[src/rtl/cl_decode_queue_pkg.sv]
// Shared decode types, widths and elaboration helpers for cl_decode_queue.
// Optional perf counters in the top are enabled by CL_DECODE_PERF_EN.
package cl_decode_queue_pkg;

    typedef enum logic [4:0] {
        OP_NOP  = 5'd0,
        OP_LW   = 5'd1,
        OP_LBU  = 5'd2,
        OP_SW   = 5'd3,
        OP_SB   = 5'd4,
        OP_ADDU = 5'd5,
        OP_SUBU = 5'd6,
        OP_SLLV = 5'd7,
        OP_SRAV = 5'd8,
        OP_SRLV = 5'd9,
        OP_AND  = 5'd10,
        OP_OR   = 5'd11,
        OP_NOR  = 5'd12,
        OP_SLT  = 5'd13,
        OP_SLTU = 5'd14,
        OP_MOV  = 5'd15,
        OP_JALR = 5'd16,
        OP_BRLU = 5'd17,
        OP_BEQ  = 5'd18,
        OP_J    = 5'd19
    } opcode_e;

    typedef struct packed {
        opcode_e     op;
        logic [4:0]  rd;
        logic [4:0]  rs;
        logic [4:0]  rt;
        logic [11:0] imm;
    } instruction_s;

    localparam int INSTR_W = $bits(instruction_s);

    typedef struct packed {
        instruction_s instr;
        logic         is_load;
        logic         is_store;
        logic         is_mem;
        logic         is_byte;
        logic         op_writes_rf;
    } decode_s;

    localparam int DECODE_W = $bits(decode_s);

    function automatic bit is_pow2(input int n);
        return (n > 0) && ((n & (n - 1)) == 0);
    endfunction

    // Flags that feed the perf counters: {load, store, rf write}
    function automatic logic [2:0] perf_bits(input decode_s d);
        return {d.is_load, d.is_store, d.op_writes_rf};
    endfunction

endpackage

[src/rtl/cl_decode_comb.sv]
// Purely combinational instruction_s -> decode_s mapping.
module cl_decode_comb
    import cl_decode_queue_pkg::*;
(
    input  logic [INSTR_W-1:0]  instruction,
    output logic [DECODE_W-1:0] decode
);

    instruction_s ins;
    decode_s      d;

    assign ins = instruction_s'(instruction);

    always_comb begin
        d       = '0;
        d.instr = ins;
        unique case (ins.op)
            OP_LW: begin
                d.is_load      = 1'b1;
                d.is_mem       = 1'b1;
                d.op_writes_rf = 1'b1;
            end
            OP_LBU: begin
                d.is_load      = 1'b1;
                d.is_mem       = 1'b1;
                d.is_byte      = 1'b1;
                d.op_writes_rf = 1'b1;
            end
            OP_SW: begin
                d.is_store = 1'b1;
                d.is_mem   = 1'b1;
            end
            OP_SB: begin
                d.is_store = 1'b1;
                d.is_mem   = 1'b1;
                d.is_byte  = 1'b1;
            end
            OP_ADDU, OP_SUBU, OP_SLLV, OP_SRAV, OP_SRLV,
            OP_AND, OP_OR, OP_NOR, OP_SLT, OP_SLTU,
            OP_MOV, OP_JALR, OP_BRLU: begin
                d.op_writes_rf = 1'b1;
            end
            default: ;
        endcase
    end

    assign decode = d;

endmodule

[src/rtl/cl_decode_queue.sv]
// Registered decode stage: decodes at enqueue into a DEPTH-entry FIFO.
// Define CL_DECODE_PERF_EN to add per-class dequeue counters.
module cl_decode_queue
    import cl_decode_queue_pkg::*;
#(
    parameter int DEPTH = 2,
    parameter int CNT_W = 32
) (
    input  logic                      clk,
    input  logic                      reset,
    input  logic                      flush_i,
    input  logic                      valid_i,
    input  logic [INSTR_W-1:0]        instruction_i,
    output logic                      ready_o,
    output logic                      valid_o,
    output logic [DECODE_W-1:0]       decode_o,
    input  logic                      ready_i,
    output logic [$clog2(DEPTH):0]    count_o
`ifdef CL_DECODE_PERF_EN
    ,
    output logic [CNT_W-1:0]          n_load_o,
    output logic [CNT_W-1:0]          n_store_o,
    output logic [CNT_W-1:0]          n_rf_wr_o
`endif
);

    localparam int PTR_W = $clog2(DEPTH);

    if (!is_pow2(DEPTH) || DEPTH < 2 || CNT_W < 1) begin : g_bad_cfg
        $error("cl_decode_queue: DEPTH must be a power of two >= 2");
    end

    logic [DECODE_W-1:0] mem [DEPTH];
    logic [PTR_W-1:0]    wptr;
    logic [PTR_W-1:0]    rptr;
    logic [PTR_W:0]      count;
    logic [DECODE_W-1:0] wdata;
    logic                full;
    logic                empty;
    logic                enq;
    logic                deq;

    cl_decode_comb u_comb (
        .instruction (instruction_i),
        .decode      (wdata)
    );

    assign full     = (count == (PTR_W+1)'(DEPTH));
    assign empty    = (count == '0);
    assign ready_o  = ~full;
    assign valid_o  = ~empty;
    assign count_o  = count;
    assign decode_o = empty ? '0 : mem[rptr];

    // Flush wins over both handshakes in the same cycle
    assign enq = valid_i & ~full & ~flush_i;
    assign deq = ~empty & ready_i & ~flush_i;

    always_ff @(posedge clk or posedge reset) begin
        if (reset) begin
            wptr  <= '0;
            rptr  <= '0;
            count <= '0;
            for (int i = 0; i < DEPTH; i++) begin
                mem[i] <= '0;
            end
        end else if (flush_i) begin
            wptr  <= '0;
            rptr  <= '0;
            count <= '0;
        end else begin
            if (enq) begin
                mem[wptr] <= wdata;
                wptr      <= wptr + 1'b1;
            end
            if (deq) begin
                rptr <= rptr + 1'b1;
            end
            unique case ({enq, deq})
                2'b10:   count <= count + 1'b1;
                2'b01:   count <= count - 1'b1;
                default: ;
            endcase
        end
    end

`ifdef CL_DECODE_PERF_EN
    logic [2:0]       hit;
    logic [CNT_W-1:0] n_load;
    logic [CNT_W-1:0] n_store;
    logic [CNT_W-1:0] n_rf_wr;

    assign hit = perf_bits(decode_s'(decode_o));

    // Counters survive flush; only reset clears them
    always_ff @(posedge clk or posedge reset) begin
        if (reset) begin
            n_load  <= '0;
            n_store <= '0;
            n_rf_wr <= '0;
        end else if (deq) begin
            if (hit[2]) n_load  <= n_load + 1'b1;
            if (hit[1]) n_store <= n_store + 1'b1;
            if (hit[0]) n_rf_wr <= n_rf_wr + 1'b1;
        end
    end

    assign n_load_o  = n_load;
    assign n_store_o = n_store;
    assign n_rf_wr_o = n_rf_wr;
`endif

endmodule

[config.mk]
export PLATFORM = sky130hd
export DESIGN_NAME = cl_decode_queue
export DESIGN_NICKNAME = d
export VERILOG_FILES = /design/src/rtl/cl_decode_queue_pkg.sv /design/src/rtl/cl_decode_comb.sv /design/src/rtl/cl_decode_queue.sv
export SDC_FILE = /design/constraint.sdc
export NUM_CORES = 1
export LEC_CHECK = 0
export ABC_CLOCK_PERIOD_IN_PS = 2700
export CAP_MARGIN = 10
export CELL_PAD_IN_SITES_DETAIL_PLACEMENT = 1
export CELL_PAD_IN_SITES_GLOBAL_PLACEMENT = 2
export CORE_MARGIN = 2
export CORE_UTILIZATION = 34
export DETAILED_ROUTE_END_ITERATION = 16
export GPL_ROUTABILITY_DRIVEN = 0
export HOLD_SLACK_MARGIN = 0.05
export PLACE_DENSITY_LB_ADDON = 0.2
export SLEW_MARGIN = 25
export SYNTH_ARGS = -nofsm -noshare
export SYNTH_HDL_FRONTEND = slang
export SYNTH_SLANG_ARGS = --single-unit
export TNS_END_PERCENT = 10
[constraint.sdc]
create_clock -name clk -period 2.7 [get_ports clk]
set_input_delay 0.27 -clock clk [delete_from_list [all_inputs] [get_ports clk]]
set_output_delay 0.27 -clock clk [all_outputs]
set_load 0.005 [all_outputs]
Yosys cells after proc, flatten, opt, wreduce, memory -nomap -nowiden
Index checks and enable logic that the tools add are counted.
Storage, ports and cells
  bits of input ports: 37
  register bits after elaboration: 78
  logic and storage cells: 70
  output and inout bits: 41
Operators by class
  magnitude comparators: 3
  bitwise operators: 9
  equal/unequal tests: 20
  multiplexer cells: 18
  $add $sub $neg: 4
  reductions and logical operators: 11
Operator list (number)
  two-way mux 37 bit: 5
  bitwise mux 74 bit: 1
  equality test 5 x 4 -> 1 bit (second input constant): 8
  demux 37 bit (select 1 bit): 1
  equality test 5 x 3 -> 1 bit (second input constant): 4
  OR reduction 15 bit: 1
  equality test 5 x 2 -> 1 bit (second input constant): 2
  equality test 5 bit (second input constant): 2
  two-way mux 1 bit: 9
  OR reduction 2 bit: 3
  equality test 5 x 1 -> 1 bit (second input constant): 1
  AND 1 bit: 4
  equality test 2 bit (second input constant): 2
  greater-or-equal comparator 2 bit (second input constant): 2
  inverter 1 -> 2 bit: 2
  one-hot mux 2 bit (2 select lines): 1
  nonzero test 2 bit: 2
  OR reduction 4 bit: 1
  inverter 1 bit: 3
  nonzero test 3 bit: 1
  adder 1 bit (second input constant): 2
  adder 2 x 1 -> 2 bit (second input constant): 1
  equality test 2 x 1 -> 1 bit (second input constant): 1
  logical NOT 2 bit: 1
  other kinds (5): 5

Depth between registers and ports, before layout
  word-level depth: 7
  gate-level depth with buffers: 5
  gate-level depth less buffers: 4

Modules after synthesis
Synthesis repeated with hierarchy kept, for this count alone.
Second synthesis, totals
  cells, all modules: 313
  area, all modules: 3887.5 µm²
By module, submodules not included
  cl_decode_queue: times used 1, seq. area each 1951.9 µm², area each 3540.9 µm², cells each 264
  cl_decode_comb: times used 1, seq. area each 0.0 µm², area each 346.6 µm², cells each 49

Worst setup path after synthesis
No wires, ideal clock.
  path type: reg2reg
  start: register wptr
  end: register mem[62] in the netlist's numbering
  buffers on the path: 1
  slack: 1035 ps
  setup time: 125 ps
  data required time: 2575 ps
  stages on the path, launching flop included: 4
  clock period less this slack: 1665 ps
  data arrival time: 1540 ps
  cell sequence: dfrtp_1 -> nor4_4 -> buf_6 -> mux2_2
On the way
  word-level cells in the longest chain between the ends: 6
  elaborated cells between the ends (all ways): 7
  classes of those cells: order compare (2); mux (3); bitwise (1); reduce/logical (1)
RTL lines
  start, declared: line cl_decode_queue.sv:34  | logic [PTR_W-1:0] wptr;
  start signal, assigned: line cl_decode_queue.sv:74  | wptr <= wptr + 1'b1;
  inverter 1 -> 2 bit (not written as such) *: line cl_decode_queue.sv:73  | mem[wptr] <= wdata;
  greater-or-equal comparator 2 bit (not written as such) / < comparator 2 x 1 -> 1 bit (equally long branches): line cl_decode_queue.sv:73
  logical AND 1 bit (not written as such): line cl_decode_queue.sv:73
  two-way mux 37 bit (not written as such): line cl_decode_queue.sv:73
  demux 37 bit (select 1 bit) *: line cl_decode_queue.sv:73
  bitwise mux 74 bit *: line cl_decode_queue.sv:73
  end signal, assigned by index: line cl_decode_queue.sv:73
  end, declared: line cl_decode_queue.sv:33  | logic [DECODE_W-1:0] mem [DEPTH];
Mark *: on every way between the ends. The rest lies on a longest branch, timed or not.
A chain may end at the register's enable or synchronous reset.

Final worst setup path
  start: register rptr
  end: output port decode_o[2]
On the way
  word-level cells in the longest chain between the ends: 5
RTL lines
  start, declared: line cl_decode_queue.sv:35  | logic [PTR_W-1:0] rptr;
  start signal, assigned: line cl_decode_queue.sv:77  | rptr <= rptr + 1'b1;
  inverter 1 -> 2 bit (not written as such): line cl_decode_queue.sv:53  | assign decode_o = empty ? '0 : mem[rptr];
  two-way mux 37 bit (not written as such) (3 in series): line cl_decode_queue.sv:53
  two-way mux 37 bit: line cl_decode_queue.sv:53
  end, declared: line cl_decode_queue.sv:16  | output logic [DECODE_W-1:0] decode_o,
No other way between the ends. The select of a mux whose other input is x is not followed.

==> out/qor.txt <==
==================================================================================================
Net Sw Frac                                                                                  26.3%
Post-DP HPWL                                                                               5.25 mm
Worst slew margin relative to its limit                                                      48.7%
Num rows                                                                                        38
Area share of the largest cell type after synthesis                                          52.8%
Via count of the first global-routing pass                                                   2,521
Seq pwr share                                                                                48.4%
Capturing element type of the critical path                                           primary output
Netlist cell types                                                                              32
Routed wire length                                                                         8.00 mm
Final hold violation count                                                                       0
Clock Skew                                                                                 6.60 ps
DRC violations left                                                                              0
Signed area change from the synthesized netlist to the final layout                          30.9%
Number of buffers and inverters on the critical path                                             2
Total Power                                                                                3.22 mW
Number of levels the H-tree was split into                                                       3
Synth cell count leaders                                                              78 x sky130_fd_sc_hd__dfrtp_1, 66 x sky130_fd_sc_hd__mux2_2, 39 x sky130_fd_sc_hd__nor2_1
Max Clock Freq                                                                           0.441 GHz
GRT busiest layer                                                                             met2
Slew of the pin with the lowest slew margin                                                 769 ps
Number of nets with antenna violations after routing                                             0
Grt met1 use                                                                                 20.0%
Post-Synthesis Mean Instance Area                                                        12.8 um^2
Status                                                                                complete, no violations
Global-route wire length before repair                                                     13.1 mm
CTS max path bufs                                                                                2
Number of stages on the worst setup path                                                         4
Grt met3 use                                                                                 2.53%
Met2 track demand over resource                                                              23.3%
Beginning of the worst register-to-register path                                        count_o[1]
Cell chosen for the clock root                                                        sky130_fd_sc_hd__clkbuf_8
Leakage dissipation                                                                        1.94 nW
Gate count of the mapped netlist                                                               288
Number of flops mapped to enable cells by yosys                                                  0
Placeable Area                                                                         0.0107 mm^2
Yosys warning total                                                                              0
Biggest area consumer among synthesized cells                                         sky130_fd_sc_hd__dfrtp_1
Pin count of the biggest net entering global routing                                            41
NumNets Final                                                                                  401
Setup repair after global routing missed its margin                                          false
Ratio of cells with drive above 1 in the final layout                                        26.6%
Combinational power share                                                                    23.2%
DR pass1 iterations                                                                              4
PwrDens                                                                                665 mW/mm^2
Cell with the most instances after synthesis                                          sky130_fd_sc_hd__dfrtp_1
Count of maximum capacitance violations                                                          0
Fraction of registers with async set/reset                                                    100%
CTS buffer count                                                                                 9
Total Die Area                                                                         0.0117 mm^2
Cell at the slowest stage of the critical path                                        sky130_fd_sc_hd__dfrtp_2
Resize count post-CTS                                                                            0
Critical Path Start Type                                                                      flop
TritonCTS clock tree                                                                         built
Setup_tns                                                                                     0 ps
Class of the tightest hold or removal check                                               in2async
Series of cell instances along the critical path                                      buf_12, mux2i_1, nor2_1, clkdlybuf4s50_1
Cells taking the most area after synthesis                                            sky130_fd_sc_hd__dfrtp_1 53%, sky130_fd_sc_hd__mux2_2 20%, sky130_fd_sc_hd__mux2i_1 10%
Latest clock arrival within the worst-skew pair                                             330 ps
Final period util                                                                            83.9%
Biggest cell delay along the critical path                                                  550 ps
Width of the die                                                                            108 um
Start point of the critical path                                                              rptr
Shortest period the worst path allows                                                      2270 ps
Final Max Slew Viols                                                                             0
Starting DRT DRC Count                                                                          44
Effective utilization at floorplan                                                           34.4%
Final antenna diode count                                                                        0
Setup slack at placement                                                                    273 ps
Initial antenna violation count                                                                  0
Setup Fix Bufs, Post-CTS                                                                         0
Mean routed wirelength per cell                                                            15.7 um
Ports                                                                                           78
Number of hold-repair buffers added at the cts stage                                             0
Commonest register cell after synthesis                                               sky130_fd_sc_hd__dfrtp_1
Net count after synthesis                                                                      325
Via count                                                                                    2,458
Post-layout worst setup margin                                                              434 ps
Post-detailed-route via-to-cell ratio                                                         4.83
Peak fanout along the critical path                                                             31
Overall global routing resource usage                                                        14.5%
Final setup fails                                                                                0
FF+latch count, synth                                                                           78
Number of cell instances on the worst register-to-register path                                  4
Critical path arrival                                                                      2000 ps
Clock transition time at the flip-flop clock pins of the worst setup and hold paths          80 ps
Largest vdd supply drop                                                                   0.273 mV
Remaining Overflow, GRT                                                                          0
Number of sinks handled by clock tree synthesis                                                 78
Cell family with most CP delay                                                        buffers and inverters
Relative contribution of the clock network to total power                                    28.4%
Die height                                                                                  108 um
Port bufs                                                                                       77
Critical Path Sink                                                                     decode_o[2]
NetSw                                                                                     0.845 mW
Internal                                                                                   2.37 mW
Reg-to-Reg End                                                                              mem[3]
Cell Area, Synth                                                                      0.00370 mm^2
Crit path required time                                                                    2430 ps
Reg-to-reg slack, setup                                                                     570 ps
Sequential-to-total area share from yosys stat                                               52.8%
Critical Setup Path Class                                                                  reg2out
==================================================================================================
==> power by group through the flow <==
stage	sequential, mW	combinational (mW)	clock (mW)
2_1_floorplan	1.54	0.480	0
3_3_place_gp	1.57	0.743	0
3_5_place_dp	1.59	0.763	0
4_1_cts	1.56	0.766	0.945
5_1_grt	1.60	0.825	0.993
6_report	1.56	0.746	0.913
==> area by class of cell <==
cell class	count	area [um^2]
Fill cell	1147	5910
Clock inverter	4	53.8
Sequential cell	78	1950
Multi-Input combinational cell	185	1620
Clock buffer	12	155
Timing Repair Buffer	84	861
Tap cell	140	175
Inverter	6	23.8
==> cells in the final DEF, fill, tap and decap left out, types with 2 or more instances in the layout <==
cell type | synthesis | layout
sky130_fd_sc_hd__a21oi_1 | 6 | 6
sky130_fd_sc_hd__buf_12 | 0 | 3
sky130_fd_sc_hd__buf_4 | 4 | 4
sky130_fd_sc_hd__clkbuf_8 | 0 | 11
sky130_fd_sc_hd__clkdlybuf4s50_1 | 0 | 77
sky130_fd_sc_hd__clkinvlp_4 | 0 | 2
sky130_fd_sc_hd__dfrtp_1 | 78 | 77
sky130_fd_sc_hd__inv_1 | 4 | 3
sky130_fd_sc_hd__inv_2 | 2 | 2
sky130_fd_sc_hd__mux2_1 | 6 | 6
sky130_fd_sc_hd__mux2_2 | 66 | 66
sky130_fd_sc_hd__mux2i_1 | 38 | 38
sky130_fd_sc_hd__nand2_1 | 2 | 2
sky130_fd_sc_hd__nand3_1 | 2 | 2
sky130_fd_sc_hd__nand3b_1 | 2 | 2
sky130_fd_sc_hd__nor2_1 | 39 | 38
sky130_fd_sc_hd__nor3_1 | 2 | 2
sky130_fd_sc_hd__o21ai_0 | 3 | 3
sky130_fd_sc_hd__o31ai_1 | 3 | 3
sky130_fd_sc_hd__o41ai_1 | 3 | 3
sky130_fd_sc_hd__xnor2_1 | 2 | 2
==> registers in the layout, indices dropped and copies added (netlist names) <==
register	flops
mem	74
count_o	2
wptr	1
rptr	1
==> how the worst min path moves through the flow <==
stage | to | start | depth (start not counted) | slack (ps)
2_1_floorplan | mem[44] | instruction_i[2] | 1 | 400
6_report | mem[55] | reset | 2 | 340
5_1_grt | mem[55] | reset | 2 | 400
4_1_cts | mem[55] | reset | 2 | 360
3_5_place_dp | mem[44] | mem[44] | 1 | 480
3_3_place_gp | mem[44] | mem[44] | 1 | 470
==> routing by layer <==
metal / vias to the layer above / wire [um]
li1: 1154 / -
met1: 1245 / 3810
met2: 51 / 3780
met3: 8 / 330
met4: 0 / 77
met5: - / 0
==> worst register-to-register path: stages (launching register included) <==
cell	delay [ps]
sky130_fd_sc_hd__dfrtp_1	490
sky130_fd_sc_hd__nor2b_4	200
sky130_fd_sc_hd__inv_2	130
sky130_fd_sc_hd__nand4_4	610
sky130_fd_sc_hd__mux2_1	580
==> through the flow <==
step	utilization (%)	cells	area [um^2]	hold slack, ps
after floorplan	-	288	3700	405
after global placement	43.1	493	4630	467
after detailed placement	43.1	493	4630	478
after CTS	45.0	509	4840	355
after global routing	45.0	509	4840	397
final	45.0	509	4840	337
==> cell families (layout without fill, tap and decap cells) <==
| logic type | Yosys count | in the layout | synth area share [%] |
|---|---|---|---|
| xor gates and xnor gates | 3 | 3 | 0.711 |
| DFF | 78 | 78 | 52.8 |
| and+or+nand+nor | 54 | 54 | 7.41 |
| buffers and inverters | 25 | 106 | 3.69 |
| muxes | 110 | 110 | 32.2 |
| AOI/OAI and AO/OA | 18 | 18 | 3.15 |
Power figures use the tool's default switching activity.
